File: config.mk
export PLATFORM = sky130hd
export DESIGN_NAME = keypad_scanner_flat
export DESIGN_NICKNAME = d
export VERILOG_FILES = /design/src/rtl/keypad_scanner_if.sv /design/src/rtl/keypad_scanner.sv /design/src/flat_wrapper.sv
export SDC_FILE = /design/constraint.sdc
export NUM_CORES = 1
export LEC_CHECK = 0
export ABC_AREA = 1
export ABC_CLOCK_PERIOD_IN_PS = 2600
export CAP_MARGIN = 20
export CORE_MARGIN = 1
export CORE_UTILIZATION = 60
export CTS_CLUSTER_DIAMETER = 120
export DETAILED_ROUTE_END_ITERATION = 6
export DONT_BUFFER_PORTS = 1
export PLACE_DENSITY = 0.81
export SLEW_MARGIN = 20
export SYNTH_ARGS = -nofsm -noshare
export SYNTH_HDL_FRONTEND = slang
export SYNTH_SLANG_ARGS = --single-unit
export TNS_END_PERCENT = 50
File: constraint.sdc
create_clock -name clk -period 2.6 [get_ports clk]
set_input_delay 0.65 -clock clk [delete_from_list [all_inputs] [get_ports clk]]
set_output_delay 0.65 -clock clk [all_outputs]
set_load 0.01 [all_outputs]
File: src/rtl/keypad_scanner_if.sv
// Keypad scanner bus: active-low row sense in, column drive and key events out.
// master is the scanner side, slave is the keypad / front-panel side.
interface keypad_scanner_if #(
  parameter int ROWS = 4,
  parameter int COLS = 4
);
  localparam int KW = $clog2(ROWS * COLS);

  logic [ROWS-1:0] row_n;
  logic [COLS-1:0] col_n;
  logic [KW-1:0]   key_code;
  logic            key_down;
  logic            press_pulse;
  logic            release_pulse;
  logic            multi_key;

  modport master (
    input  row_n,
    output col_n, key_code, key_down, press_pulse, release_pulse, multi_key
  );

  modport slave (
    output row_n,
    input  col_n, key_code, key_down, press_pulse, release_pulse, multi_key
  );
endinterface

File: src/rtl/keypad_scanner.sv
// ROWS x COLS matrix keypad scanner with frame debounce and ghost rejection.
// Define KEYPAD_REPEAT_EN to add auto-repeat press pulses for a held key.
module keypad_scanner #(
  parameter int ROWS         = 4,
  parameter int COLS         = 4,
  parameter int SCAN_DIV     = 1000,
  parameter int DEBOUNCE     = 3,
  parameter int REPEAT_DELAY = 50,
  parameter int REPEAT_RATE  = 10,
  localparam int KW          = $clog2(ROWS * COLS)
) (
  input logic             clk,
  input logic             reset,
  keypad_scanner_if.master kp
);
  localparam int CW = $clog2(COLS);
  localparam int DW = $clog2(SCAN_DIV);
  localparam logic [DW-1:0] DWELL_LAST = DW'(SCAN_DIV - 1);
  localparam logic [CW-1:0] COL_LAST   = CW'(COLS - 1);
  localparam logic [3:0]    DEB        = 4'(DEBOUNCE);

  if (ROWS < 2 || ROWS > 8 || COLS < 2 || COLS > 8 || SCAN_DIV < 4 ||
      DEBOUNCE < 1 || DEBOUNCE > 15 || REPEAT_DELAY < 1 || REPEAT_RATE < 1) begin : gParamCheck
    $error("keypad_scanner: parameter out of range");
  end

  typedef enum logic [1:0] {IDLE, SCAN, EVAL} state_t;

  state_t          state_q;
  logic [ROWS-1:0] rowMeta_q, rowSync_q;
  logic [CW-1:0]   colIdx_q;
  logic [DW-1:0]   dwell_q;
  logic [1:0]      hits_q, prevHits_q;
  logic [KW-1:0]   hitCode_q, prevCode_q, comKey_q, pendCode_q;
  logic [3:0]      matchCnt_q;
  logic            comValid_q, pendPress_q;
  logic [COLS-1:0] colN_q;
  logic [KW-1:0]   keyCode_q;
  logic            keyDown_q, pressPulse_q, releasePulse_q, multiKey_q;

  logic [3:0]      colLowCnt, matchCnt_d;
  logic [KW-1:0]   colLowCode, hitCode_d;
  logic [1:0]      hits_d;
  logic            sameAsPrev, differs, commitNow, repFire;

  // hits counts closed switches in the frame so far, saturating at 2 (MULTI)
  always_comb begin
    colLowCnt  = '0;
    colLowCode = '0;
    for (int r = ROWS - 1; r >= 0; r--) begin
      if (!rowSync_q[r]) begin
        colLowCnt  = colLowCnt + 4'd1;
        colLowCode = KW'(r * COLS + int'(colIdx_q));
      end
    end
    hits_d    = hits_q;
    hitCode_d = hitCode_q;
    if (colLowCnt == 4'd1 && hits_q == 2'd0) begin
      hits_d    = 2'd1;
      hitCode_d = colLowCode;
    end else if (colLowCnt != 4'd0) begin
      hits_d = 2'd2;
    end

    sameAsPrev = (hits_q == prevHits_q) && (hits_q != 2'd1 || hitCode_q == prevCode_q);
    matchCnt_d = !sameAsPrev ? 4'd1 : ((matchCnt_q >= DEB) ? DEB : matchCnt_q + 4'd1);
    differs    = (hits_q == 2'd0) ? comValid_q : (!comValid_q || comKey_q != hitCode_q);
    commitNow  = (hits_q != 2'd2) && (matchCnt_d == DEB) && differs;
  end

`ifdef KEYPAD_REPEAT_EN
  localparam int RW = $clog2(REPEAT_DELAY + REPEAT_RATE + 1);
  logic [RW-1:0] repCnt_q, repCnt_d;
  logic          repArmed_q;

  always_comb begin
    repCnt_d = repCnt_q + 1'b1;
    repFire  = 1'b0;
    if (state_q == EVAL && comValid_q && !commitNow && hits_q != 2'd2)
      repFire = repArmed_q ? (repCnt_d == RW'(REPEAT_RATE)) : (repCnt_d == RW'(REPEAT_DELAY));
  end

  // Frames since the last commit or press pulse; armed after the first repeat
  always_ff @(posedge clk or posedge reset) begin
    if (reset) begin
      repCnt_q   <= '0;
      repArmed_q <= 1'b0;
    end else if (state_q == EVAL) begin
      if (commitNow || hits_q == 2'd2) begin
        repCnt_q   <= '0;
        repArmed_q <= 1'b0;
      end else if (comValid_q) begin
        if (repFire) begin
          repCnt_q   <= '0;
          repArmed_q <= 1'b1;
        end else begin
          repCnt_q <= repCnt_d;
        end
      end
    end
  end
`else
  assign repFire = 1'b0;
`endif

  // Scan/eval FSM; a key-to-key change defers the press by one cycle via pendPress_q
  always_ff @(posedge clk or posedge reset) begin
    if (reset) begin
      state_q        <= IDLE;
      rowMeta_q      <= '1;
      rowSync_q      <= '1;
      colIdx_q       <= '0;
      dwell_q        <= '0;
      hits_q         <= '0;
      hitCode_q      <= '0;
      prevHits_q     <= '0;
      prevCode_q     <= '0;
      matchCnt_q     <= '0;
      comValid_q     <= 1'b0;
      comKey_q       <= '0;
      pendPress_q    <= 1'b0;
      pendCode_q     <= '0;
      colN_q         <= '1;
      keyCode_q      <= '0;
      keyDown_q      <= 1'b0;
      pressPulse_q   <= 1'b0;
      releasePulse_q <= 1'b0;
      multiKey_q     <= 1'b0;
    end else begin
      rowMeta_q      <= kp.row_n;
      rowSync_q      <= rowMeta_q;
      pressPulse_q   <= 1'b0;
      releasePulse_q <= 1'b0;
      if (pendPress_q) begin
        pendPress_q  <= 1'b0;
        pressPulse_q <= 1'b1;
        keyCode_q    <= pendCode_q;
        keyDown_q    <= 1'b1;
      end
      case (state_q)
        IDLE: begin
          state_q  <= SCAN;
          colIdx_q <= '0;
          dwell_q  <= '0;
          colN_q   <= ~COLS'(1);
        end
        SCAN: begin
          if (dwell_q == DWELL_LAST) begin
            dwell_q   <= '0;
            hits_q    <= hits_d;
            hitCode_q <= hitCode_d;
            if (colIdx_q == COL_LAST) begin
              state_q <= EVAL;
              colN_q  <= '1;
            end else begin
              colIdx_q <= colIdx_q + 1'b1;
              colN_q   <= ~(COLS'(1) << (colIdx_q + 1'b1));
            end
          end else begin
            dwell_q <= dwell_q + 1'b1;
          end
        end
        EVAL: begin
          state_q    <= SCAN;
          colIdx_q   <= '0;
          colN_q     <= ~COLS'(1);
          hits_q     <= '0;
          multiKey_q <= (hits_q == 2'd2);
          if (hits_q == 2'd2) begin
            matchCnt_q <= '0;
            prevHits_q <= 2'd2;
          end else begin
            matchCnt_q <= matchCnt_d;
            prevHits_q <= hits_q;
            prevCode_q <= hitCode_q;
          end
          if (commitNow) begin
            comValid_q <= (hits_q == 2'd1);
            comKey_q   <= hitCode_q;
            if (hits_q == 2'd1 && !comValid_q) begin
              pressPulse_q <= 1'b1;
              keyCode_q    <= hitCode_q;
              keyDown_q    <= 1'b1;
            end else begin
              releasePulse_q <= 1'b1;
              keyDown_q      <= 1'b0;
              if (hits_q == 2'd1) begin
                pendPress_q <= 1'b1;
                pendCode_q  <= hitCode_q;
              end
            end
          end
          if (repFire) pressPulse_q <= 1'b1;
        end
        default: state_q <= IDLE;
      endcase
    end
  end

  assign kp.col_n         = colN_q;
  assign kp.key_code      = keyCode_q;
  assign kp.key_down      = keyDown_q;
  assign kp.press_pulse   = pressPulse_q;
  assign kp.release_pulse = releasePulse_q;
  assign kp.multi_key     = multiKey_q;
endmodule

File: src/flat_wrapper.sv
// flat-port wrapper written by rule: the top's interface ports become plain ports
module keypad_scanner_flat 
#(
  parameter int ROWS         = 4,
  parameter int COLS         = 4,
  parameter int SCAN_DIV     = 1000,
  parameter int DEBOUNCE     = 3,
  parameter int REPEAT_DELAY = 50,
  parameter int REPEAT_RATE  = 10,
  localparam int KW          = $clog2(ROWS * COLS)
)
  (clk, reset, kp_row_n, kp_col_n, kp_key_code, kp_key_down, kp_press_pulse, kp_release_pulse, kp_multi_key);
  keypad_scanner_if #(.ROWS(ROWS), .COLS(COLS)) kp_i ();
  input logic clk;
  input logic reset;
  input wire logic [$bits(kp_i.row_n)-1:0] kp_row_n;
  output wire logic [$bits(kp_i.col_n)-1:0] kp_col_n;
  output wire logic [$bits(kp_i.key_code)-1:0] kp_key_code;
  output wire logic [$bits(kp_i.key_down)-1:0] kp_key_down;
  output wire logic [$bits(kp_i.press_pulse)-1:0] kp_press_pulse;
  output wire logic [$bits(kp_i.release_pulse)-1:0] kp_release_pulse;
  output wire logic [$bits(kp_i.multi_key)-1:0] kp_multi_key;
  assign kp_i.row_n = kp_row_n;
  assign kp_col_n = kp_i.col_n;
  assign kp_key_code = kp_i.key_code;
  assign kp_key_down = kp_i.key_down;
  assign kp_press_pulse = kp_i.press_pulse;
  assign kp_release_pulse = kp_i.release_pulse;
  assign kp_multi_key = kp_i.multi_key;
  keypad_scanner #(.ROWS(ROWS), .COLS(COLS), .SCAN_DIV(SCAN_DIV), .DEBOUNCE(DEBOUNCE), .REPEAT_DELAY(REPEAT_DELAY), .REPEAT_RATE(REPEAT_RATE)) u_core (.clk(clk), .reset(reset), .kp(kp_i));
endmodule
==> results, run 1 <==
- The number of setup buffers added after CTS is 0.
- The worst slack on hold paths is 0.297 ns.
- The sum of net half-perimeters after detailed placement is 3720 um.
- Leaving out filler cells and counting taps, the final layout contains 429.
- The maximum net fanout on the critical path is 8.
- Among all flip-flop cells after synthesis, the most frequent one is sky130_fd_sc_hd__dfrtp_1.
- The placement-stage worst setup slack is 0.171 ns.
- Counting along the longest clock path gives a buffer depth of 2.
- In this run, placement finished with an instance count of 413.
- The area of the placeable core is around 4800 sq um.
- The internal portion of total power is 1.60 mW.
- The arrival time of data at the critical path endpoint is 2.66 ns.
- For the pin with the worst max-slew slack, the measured transition is 0.723 ns.
- The initial utilization of the core area, before any placement, comes to 63.1%.
- Ranked by total cell area, the synthesized netlist is headed by sky130_fd_sc_hd__dfrtp_1 40%, sky130_fd_sc_hd__nand2_1 12%, sky130_fd_sc_hd__dfstp_2 11%.
- The count of boundary I/O pins is 18.
- The signal on the critical path passes through inv_1 -> ha_1 -> inv_1 -> nand2_1 -> nand2_1 -> inv_1 -> ha_1 -> inv_1 -> nor2_1 -> xor2_1 -> nand2_1 -> nor3b_2 -> nand3_2 -> nand2_1 -> o21ai_0.
- The switching power is 0.419 mW.
- The number of different library cells used by synthesis comes to 38.
- The worst slew slack as a fraction of its limit is 51.8%.
- The number of sinks driven by the clock tree is 60.
- The number of nets at the end of the flow is between 300 and 400.
- The first TritonRoute pass finished after 5 iterations.
- The hold violation total from the final report is 0.
- The number of buffers added on ports is 0.
- The global-route usage over all layers is 23.0%.
- The count of instances resized after the clock tree is built is 0.
- The floorplan step set the die width to just over 70 um.
- The final route contains 2,214 vias.
- TritonCTS built the clock tree.
- The clock tree skew after final layout is approximately 0.0076 ns.
- The growth of design area from synthesis to finish is 10.3%.
- The initial antenna violation count came to 0.
- In this run, synthesis inferred 0 flip-flops with an integrated enable.
- Dividing the detail-routed wire length by the instance count gives 12.8 um.
- Across all setup checks in the final design, the least slack found is 0.167 ns.
- Sequential cells burn 47.1% of the power.
- The final weighted congestion in routability-driven placement is 0.828.
- The number of cells produced by synthesis is 348.
- Dividing the synthesized area by the synthesized cell count gives 8.63 sq um.
- The clock transition at the register clock pins on the worst setup and hold paths after CTS is 0.07 ns.
- In this run the vertical extent of the chip is ~73 um.
- The number of buffers added by the clock tree synthesis step is 9.
- Using the TritonRoute via totals, the vias-per-cell ratio works out to ~5.2.
- Entering global routing, the biggest net connects slightly above 60 pins.
- For this design the static power due to leakage is 1.68 nW.
- Derived from the worst setup path, the maximum achievable clock frequency is 0.411 GHz.
- The number of buffers and inverters on the critical path is 4.
- The post-detailed-route DRC marker count is 0.
- The count of filler cells inserted in the layout is 377.
- The ratio of cells with drive above 1 in the final layout is 14.1%.
- The element type at the critical path end is a register.
- Of the total power, combinational logic draws 2.5%.
- The portion of total power attributed to the clock network is 50.4%.
- The kind of cell with the highest combined delay on the critical path is simple AND/OR/NAND/NOR gates.
- The proportion of register bits with asynchronous set or reset after synthesis is 100%.
- In the finished design, the share of the clock period the worst path needs comes to 93.6%.
- The total overflow left after global routing is 0.
- The floorplan step defined a die boundary enclosing between 5000 and 6000 sq um.
- The maximum VDD drop is roughly 0.83 mV.
- The top cell type's share of synthesized area is 40.0%.
- Setup violations remaining at the end of the flow were counted as 0.
- The worst stage delay on the critical path is 0.56 ns.
- STA classifies the critical path startpoint as a register.
- The via count of the first global-routing pass is 1,995.
- The setup path with the least slack is of type reg -> reg.
- The wire length of the first global-routing pass is slightly below 9000 um.
- Of the total power, the share spent switching nets is between 20% and 30%.
- The repair_antennas step left the layout with diodes totalling 0.
- The number of max-capacitance violations reported is 0.
- The detail route stage leaves a number of antenna-violating nets equal to 0.
- After the first detailed-routing iteration, the DRC count stood at 147.
- Setup repair after global routing left no endpoint under its margin.
- The post-route minimum period is 2.43 ns.
- The cell type contributing the most total cell area after synthesis is sky130_fd_sc_hd__dfrtp_1.
- The clock reaches the later pin of the worst-skew pair after 0.34 ns.
- For this block, the routed nets add up to approximately 5500 um of wire.
- The area of the mapped netlist is between 3000 and 4000 sq um.
- The class of the most critical hold timing path is in -> reg.
- The final number of max-transition violations came to 0.
- The required time of the worst setup path is 2.82 ns.
- In this run the clock root is driven by a sky130_fd_sc_hd__clkbuf_8.
- For this design the ratio of total power to cell area is 610 nW/um^2.
- For this design, the CTS-stage hold fixing added 0 buffers.
- The H-tree depth is 3.
- When the netlist entered floorplanning its net count stood at 368.
- The flow ran to the end, and the final reports show no timing, DRC or antenna violations.
- The count of yosys warnings during synthesis is 0.
- After synthesis, flip-flops and latches occupy 50.5% of the total area.
- The final sum of negative setup slack is 0 ns.
- After floorplanning, the core was divided into 25 placement rows.
- The cell with the biggest individual delay on the critical path is sky130_fd_sc_hd__dfstp_2.
- After synthesis the netlist holds a flip-flop and latch count of 60.
## kinds of logic after synthesis
logic type | Yosys count | share of synthesized area (%)
AO/OA/AOI/OAI | 46 | 9.00
AND/OR/NAND/NOR | 165 | 24.3
XOR/XNOR | 7 | 2.04
multiplexers | 2 | 0.667
adder cells (fa/ha/maj) | 14 | 5.84
flip-flops | 60 | 50.5
buffers and inverters | 54 | 7.59
## metal layers
metal / global-route usage (%) / vias up / part of all wire (%)
met3: 6.91 / 22 / 4.3
li1: - / 1121 / -
met4: 13.9 / 0 / 3.4
met1: 27.4 / 1007 / 46
met5: 0 / - / 0
met2: 36.9 / 64 / 46
## sequential cells by signal, summed over array words and instances (netlist names), 2 cells and up
register	flops
u_core.colIdx_q	2
u_core.comKey_q	4
u_core.dwell_q	10
u_core.hitCode_q	4
u_core.hits_q	2
u_core.kp.col_n	4
u_core.kp.key_code	4
u_core.matchCnt_q	4
u_core.pendCode_q	4
u_core.prevCode_q	4
u_core.prevHits_q	2
u_core.rowMeta_q	4
u_core.rowSync_q	4
u_core.state_q	2
## power by group through the flow
stage	Sequential [mW]	Clock, mW	Combinational [mW]
2_1_floorplan	0.966	0	0.0405
3_3_place_gp	0.966	0	0.0496
3_5_place_dp	0.967	0	0.0510
4_1_cts	0.950	1.03	0.0512
5_1_grt	0.951	1.08	0.0589
6_report	0.950	1.02	0.0508
## synth_stat cells, types with 2 or more instances
| cell type | n |
|---|---|
| sky130_fd_sc_hd__o31ai_1 | 3 |
| sky130_fd_sc_hd__nand2_1 | 92 |
| sky130_fd_sc_hd__o21ai_2 | 3 |
| sky130_fd_sc_hd__o21ai_0 | 25 |
| sky130_fd_sc_hd__nor2_1 | 32 |
| sky130_fd_sc_hd__nor3_1 | 2 |
| sky130_fd_sc_hd__dfrtp_1 | 48 |
| sky130_fd_sc_hd__a21oi_1 | 8 |
| sky130_fd_sc_hd__inv_1 | 45 |
| sky130_fd_sc_hd__or2_2 | 2 |
| sky130_fd_sc_hd__buf_4 | 2 |
| sky130_fd_sc_hd__nor4_1 | 2 |
| sky130_fd_sc_hd__dfstp_2 | 12 |
| sky130_fd_sc_hd__inv_2 | 4 |
| sky130_fd_sc_hd__o22ai_1 | 2 |
| sky130_fd_sc_hd__nand3_1 | 22 |
| sky130_fd_sc_hd__xor2_1 | 6 |
| sky130_fd_sc_hd__ha_1 | 14 |
| sky130_fd_sc_hd__nand4_1 | 4 |
| sky130_fd_sc_hd__mux2i_1 | 2 |
## through the flow
step           instance area [sq um]  total power, mW  util [%]
2_1_floorplan                   3000             1.01         -
3_3_place_gp                    3060             1.02      64.4
3_5_place_dp                    3060             1.02      64.4
4_1_cts                         3300             2.03      69.5
5_1_grt                         3310             2.09      69.6
6_report                        3310             2.02      69.6
## worst reg2reg max path, stage by stage (launching register included)
cell                      delay [ns]
sky130_fd_sc_hd__dfstp_2        0.56
sky130_fd_sc_hd__inv_1          0.05
sky130_fd_sc_hd__ha_1           0.32
sky130_fd_sc_hd__inv_1          0.07
sky130_fd_sc_hd__nand2_1        0.04
sky130_fd_sc_hd__nand2_1        0.09
sky130_fd_sc_hd__inv_1          0.05
sky130_fd_sc_hd__ha_1           0.18
sky130_fd_sc_hd__inv_1          0.05
sky130_fd_sc_hd__nor2_1         0.04
sky130_fd_sc_hd__xor2_1         0.16
sky130_fd_sc_hd__nand2_1        0.10
sky130_fd_sc_hd__nor3b_2        0.25
sky130_fd_sc_hd__nand3_2        0.18
sky130_fd_sc_hd__nand2_1        0.09
sky130_fd_sc_hd__o21ai_0        0.08
## area by class of cell
cell class	instances	area [sq um]	share of cell area (%)
clock inverters	6	113	3.40
repair buffers	3	22.5	0.681
flip-flops and latches	60	1520	45.8
multi-input cells	234	1260	38.1
well taps	67	83.8	2.53
clock buffers	10	128	3.86
inverters	49	184	5.56
## cells in the final DEF, fill, tap and decap left out, types with 3 or more instances in the layout
master and instances:
sky130_fd_sc_hd__nand2_1 92, sky130_fd_sc_hd__dfrtp_1 48, sky130_fd_sc_hd__inv_1 44, sky130_fd_sc_hd__nor2_1 32, sky130_fd_sc_hd__o21ai_0 25, sky130_fd_sc_hd__nand3_1 21, sky130_fd_sc_hd__ha_1 14, sky130_fd_sc_hd__dfstp_2 12
sky130_fd_sc_hd__clkbuf_8 9, sky130_fd_sc_hd__a21oi_1 8, sky130_fd_sc_hd__xor2_1 6, sky130_fd_sc_hd__inv_2 5, sky130_fd_sc_hd__nand4_1 4, sky130_fd_sc_hd__o21ai_2 3, sky130_fd_sc_hd__o31ai_1 3, sky130_fd_sc_hd__bufinv_16 3
sky130_fd_sc_hd__buf_4 3
## path summary, 6_finish.rpt
| path | slack, ns | endpoint | cells past startpoint | from |
|---|---|---|---|---|
| worst max-delay path | 0.17 | u_core.hitCode_q[1] | 15 | u_core.rowSync_q[2] |
| worst min-delay path | 0.30 | u_core.rowMeta_q[3] | 0 | kp_row_n[3] |
| worst max register to register | 0.17 | u_core.hitCode_q[1] | 15 | u_core.rowSync_q[2] |
| worst min register to register | 0.36 | u_core.rowSync_q[0] | 0 | u_core.rowMeta_q[0] |
| max in group asynchronous | 1.73 | u_core.comKey_q[0] | 2 | reset |
| min in group asynchronous | 0.39 | u_core.colIdx_q[1] | 2 | reset |
No activity file was read; power rests on OpenSTA's default activity.
==> run 2, diff against run 1 <==
--- a/config.mk
+++ b/config.mk
@@ -8,12 +8,14 @@
 export ABC_AREA = 1
 export ABC_CLOCK_PERIOD_IN_PS = 2600
 export CAP_MARGIN = 20
-export CORE_MARGIN = 1
-export CORE_UTILIZATION = 60
+export CELL_PAD_IN_SITES_DETAIL_PLACEMENT = 1
+export CELL_PAD_IN_SITES_GLOBAL_PLACEMENT = 1
+export CORE_MARGIN = 5
+export CORE_UTILIZATION = 48
 export CTS_CLUSTER_DIAMETER = 120
 export DETAILED_ROUTE_END_ITERATION = 6
 export DONT_BUFFER_PORTS = 1
-export PLACE_DENSITY = 0.81
+export PLACE_DENSITY = 0.84
 export SLEW_MARGIN = 20
 export SYNTH_ARGS = -nofsm -noshare
 export SYNTH_HDL_FRONTEND = slang
==> results, run 2 (synthesis gave the netlist of run 1 again) <==
- The slack of the worst reg-to-reg path is 0.23 ns (+0.06 ns).
- The classification of the worst setup path is reg -> reg.
- The arrival time of data at the critical path endpoint was 2.60 ns (-0.06 ns).
- The number of buffers added by the clock tree synthesis step is 9 (unchanged).
- The register with the most flip-flops in the final layout is u_core.dwell_q.
- The number of standard cells in the final layout excluding fillers came to 439 (+2.3%).
- The growth of design area from synthesis to finish is 11.4%.
- The H-tree depth is 3 (unchanged).
- The via density per instance is 5.30 (+2.8%).
- The final setup violation count came to 0 (unchanged).
- The height of the die is 89.1 um (+22%).
- The tree is rooted in a sky130_fd_sc_hd__clkbuf_8.
- The source-to-sink clock delay at the later pin of the worst-skew pair is 0.35 ns (about the same).
- The flip-flop count of the largest register, all copies and words added is 10 (unchanged).
- The clock transition at the register clock pins on the worst setup and hold paths after CTS is 0.07 ns (about the same).
- The ratio of cells with drive above 1 in the final layout is 14.8% (+0.75 points).
- The count of filler cells inserted in the layout is 704 (+87%).
- The worst slew slack as a fraction of its limit was 59.8% (+7.9 points).
- The average detailed-routed wire length per instance is 16.0 um (+25%).
- TritonCTS built the clock tree.
- The number of buffers added on ports is 0 (unchanged).
- Leaving out fill and tap cells, the most frequent cells in the layout are 92 x sky130_fd_sc_hd__nand2_1, 48 x sky130_fd_sc_hd__dfrtp_1, 44 x sky130_fd_sc_hd__inv_1.
- The worst stage delay on the critical path was 0.54 ns (-0.02 ns).
- The number of placed instances, taps included is 420 (+1.7%).
- The maximum net fanout on the critical path is 8 (unchanged).
- The largest net degree at the start of global routing was 61 (unchanged).
- The via count of the first global-routing pass is 2,557 (+28%).
- The number of max-capacitance violations reported is 0 (unchanged).
- The starting density of the core is 50.1% (-13 points).
- The total overflow reported by the global router is 0 (unchanged).
- Leaving out fill and tap cells, the most frequent cell in the layout is sky130_fd_sc_hd__nand2_1.
- The area taken by multi-input logic gates is 1270 sq um (+0.99%).
- The maximum VDD drop is 0.381 mV (-54%).
- The remaining number of nets flagged by the antenna check after routing came to 0 (unchanged).
- The required time of the worst setup path is 2.84 ns (+0.02 ns).
- The kind of cell with the highest combined delay on the critical path is simple AND/OR/NAND/NOR gates.
- The static power due to leakage is 1.69 nW (+0.56%).
- The number of sinks driven by the clock tree is 60 (unchanged).
- The hold violation total from the final report is 0 (unchanged).
- The final weighted congestion in routability-driven placement is 0.815 (-1.6%).
- The overall power consumption is 1.98 mW (-1.8%).
- The transition time at the pin with the least slew margin is 0.601 ns (-0.121 ns).
- The global-route usage over all layers was 20.3% (-2.8 points).
- The critical path buffer and inverter count is 3 (-1).
- The count of boundary I/O pins is 18 (unchanged).
- The area occupied by registers came to 1520 sq um (unchanged).
- The sum of net half-perimeters after detailed placement is 4730 um (+27%).
- The clock tree skew after final layout is 0.00687 ns (-0.000761 ns).
- The placement-stage cell area is 3080 sq um (+0.49%).
- The number of nets at the end of the flow is 379 (+0.53%).
- The number of buffers between clock root and the deepest sink came to 2 (unchanged).
- The via total after detailed routing is 2,328 (+5.1%).
- The startpoint type of the worst setup path is a register.
- The critical path goes through inv_1 -> ha_4 -> inv_1 -> nand2_1 -> nand2_1 -> inv_1 -> ha_1 -> mux2i_1 -> nand2_1 -> nor3b_2 -> nand3_2 -> nand2_1 -> o21ai_1.
- The final number of max-transition violations is 0 (unchanged).
- The area of the placeable core was 5990 sq um (+26%).
- The run finished with clean final reports.
- The cell area after layout came to 3340 sq um (+1.1%).
- The highest clock frequency the design can meet is 0.422 GHz (+2.7%).
- The slowest stage of the critical path belongs to the cell sky130_fd_sc_hd__dfstp_2.
- The number of standard-cell rows in the floorplan was 28 (+12%).
- The worst slack on hold paths came to 0.249 ns (-0.0479 ns).
- The post-detailed-route DRC marker count is 0 (unchanged).
- The final wirelength is 7020 um (+28%).
- The element type at the critical path end is a register.
- The count of TritonRoute iterations in the first routing pass is 4 (-1).
- The path class of the tightest hold or removal check is in -> async.
- The part of the cycle the worst path needs is 91.1% (-2.5 points).
- The ratio of total power to cell area came to 593 nW/um^2 (-2.8%).
- The post-route minimum period is 2.37 ns (-0.0644 ns).
- The library cell appearing most often on the critical path is sky130_fd_sc_hd__nand2_1.
- The wire length of the first global-routing pass was 12,200 um (+37%).
- The initial antenna violation count is 0 (unchanged).
- The horizontal die dimension is 89.1 um (+22%).
- The full die area is 7940 sq um (+50%).
- The antenna cell count was 0 (unchanged).
- The final design utilization is 55.8% (-14 points).
- The violation count after the first detailed-routing iteration is 66 (-55%).
-- run 2: cell types whose count changed in the layout (fill, tap and decap cells not counted), moves of 2 or more --
cell / change
sky130_fd_sc_hd__o21ai_0: -2
sky130_fd_sc_hd__clkinv_4: -2
sky130_fd_sc_hd__o21ai_1: +2
sky130_fd_sc_hd__clkbuf_8: +2
-- run 2: layout make-up --
type / count / area share, %
sequential: 60 / 45.3
multi-input combinational: 234 / 38.1
inverter: 49 / 5.50
clock buffer: 11 / 4.53
tap: 75 / 2.81
clock inverter: 5 / 2.21
timing repair buffer: 5 / 1.50
-- run 2: worst register-to-register path, cell delays in order, from the launching register on --
cell,delay [ns]
sky130_fd_sc_hd__dfstp_2,0.54
sky130_fd_sc_hd__inv_1,0.07
sky130_fd_sc_hd__ha_4,0.24
sky130_fd_sc_hd__inv_1,0.05
sky130_fd_sc_hd__nand2_1,0.04
sky130_fd_sc_hd__nand2_1,0.09
sky130_fd_sc_hd__inv_1,0.05
sky130_fd_sc_hd__ha_1,0.30
sky130_fd_sc_hd__mux2i_1,0.16
sky130_fd_sc_hd__nand2_1,0.11
sky130_fd_sc_hd__nor3b_2,0.25
sky130_fd_sc_hd__nand3_2,0.18
sky130_fd_sc_hd__nand2_1,0.11
sky130_fd_sc_hd__o21ai_1,0.07
-- run 2: path summary, 6_finish.rpt --
path	from	end	cells after the start
worst max-delay path	u_core.rowSync_q[2]	u_core.hitCode_q[2]	13
worst min-delay path	reset	u_core.dwell_q[2]	2
worst min register to register	u_core.rowMeta_q[1]	u_core.rowSync_q[1]	0
max in group asynchronous	reset	u_core.rowSync_q[3]	2
min in group clk	kp_row_n[3]	u_core.rowMeta_q[3]	0
worst max register to register	u_core.rowSync_q[2]	u_core.hitCode_q[2]	13
-- run 2: what timing repair did --
action	in CTS	in global routing
setup endpoints to repair	0	4
hold buffers	0	0
resized for setup	0	4
hold endpoints to repair	0	0
buffers inserted	0	3
-- run 2: report_power, final --
| part | switching [mW] | internal (mW) |
|---|---|---|
| registers | 0.00477 | 0.945 |
| logic | 0.0414 | 0.0274 |
| clock network | 0.378 | 0.585 |
-- run 2: per-stage QoR --
step	setup TNS, ns	setup WS [ns]
floorplan	0	0.381
global placement	0	0.270
detailed placement	0	0.121
CTS	0	0.109
global route	-0.0102	-0.00774
finish	0	0.231
-- run 2: per-layer routing --
| layer | vias to the layer above | share of wire [%] | wire length (um) | global-route usage (%) |
|---|---|---|---|---|
| li1 | 1136 | - | - | - |
| met1 | 1150 | 42 | 2940 | 23.3 |
| met2 | 31 | 53 | 3730 | 36.8 |
| met3 | 11 | 3.3 | 229 | 3.59 |
| met4 | 0 | 1.8 | 127 | 8.66 |
| met5 | - | 0 | 0 | 0 |
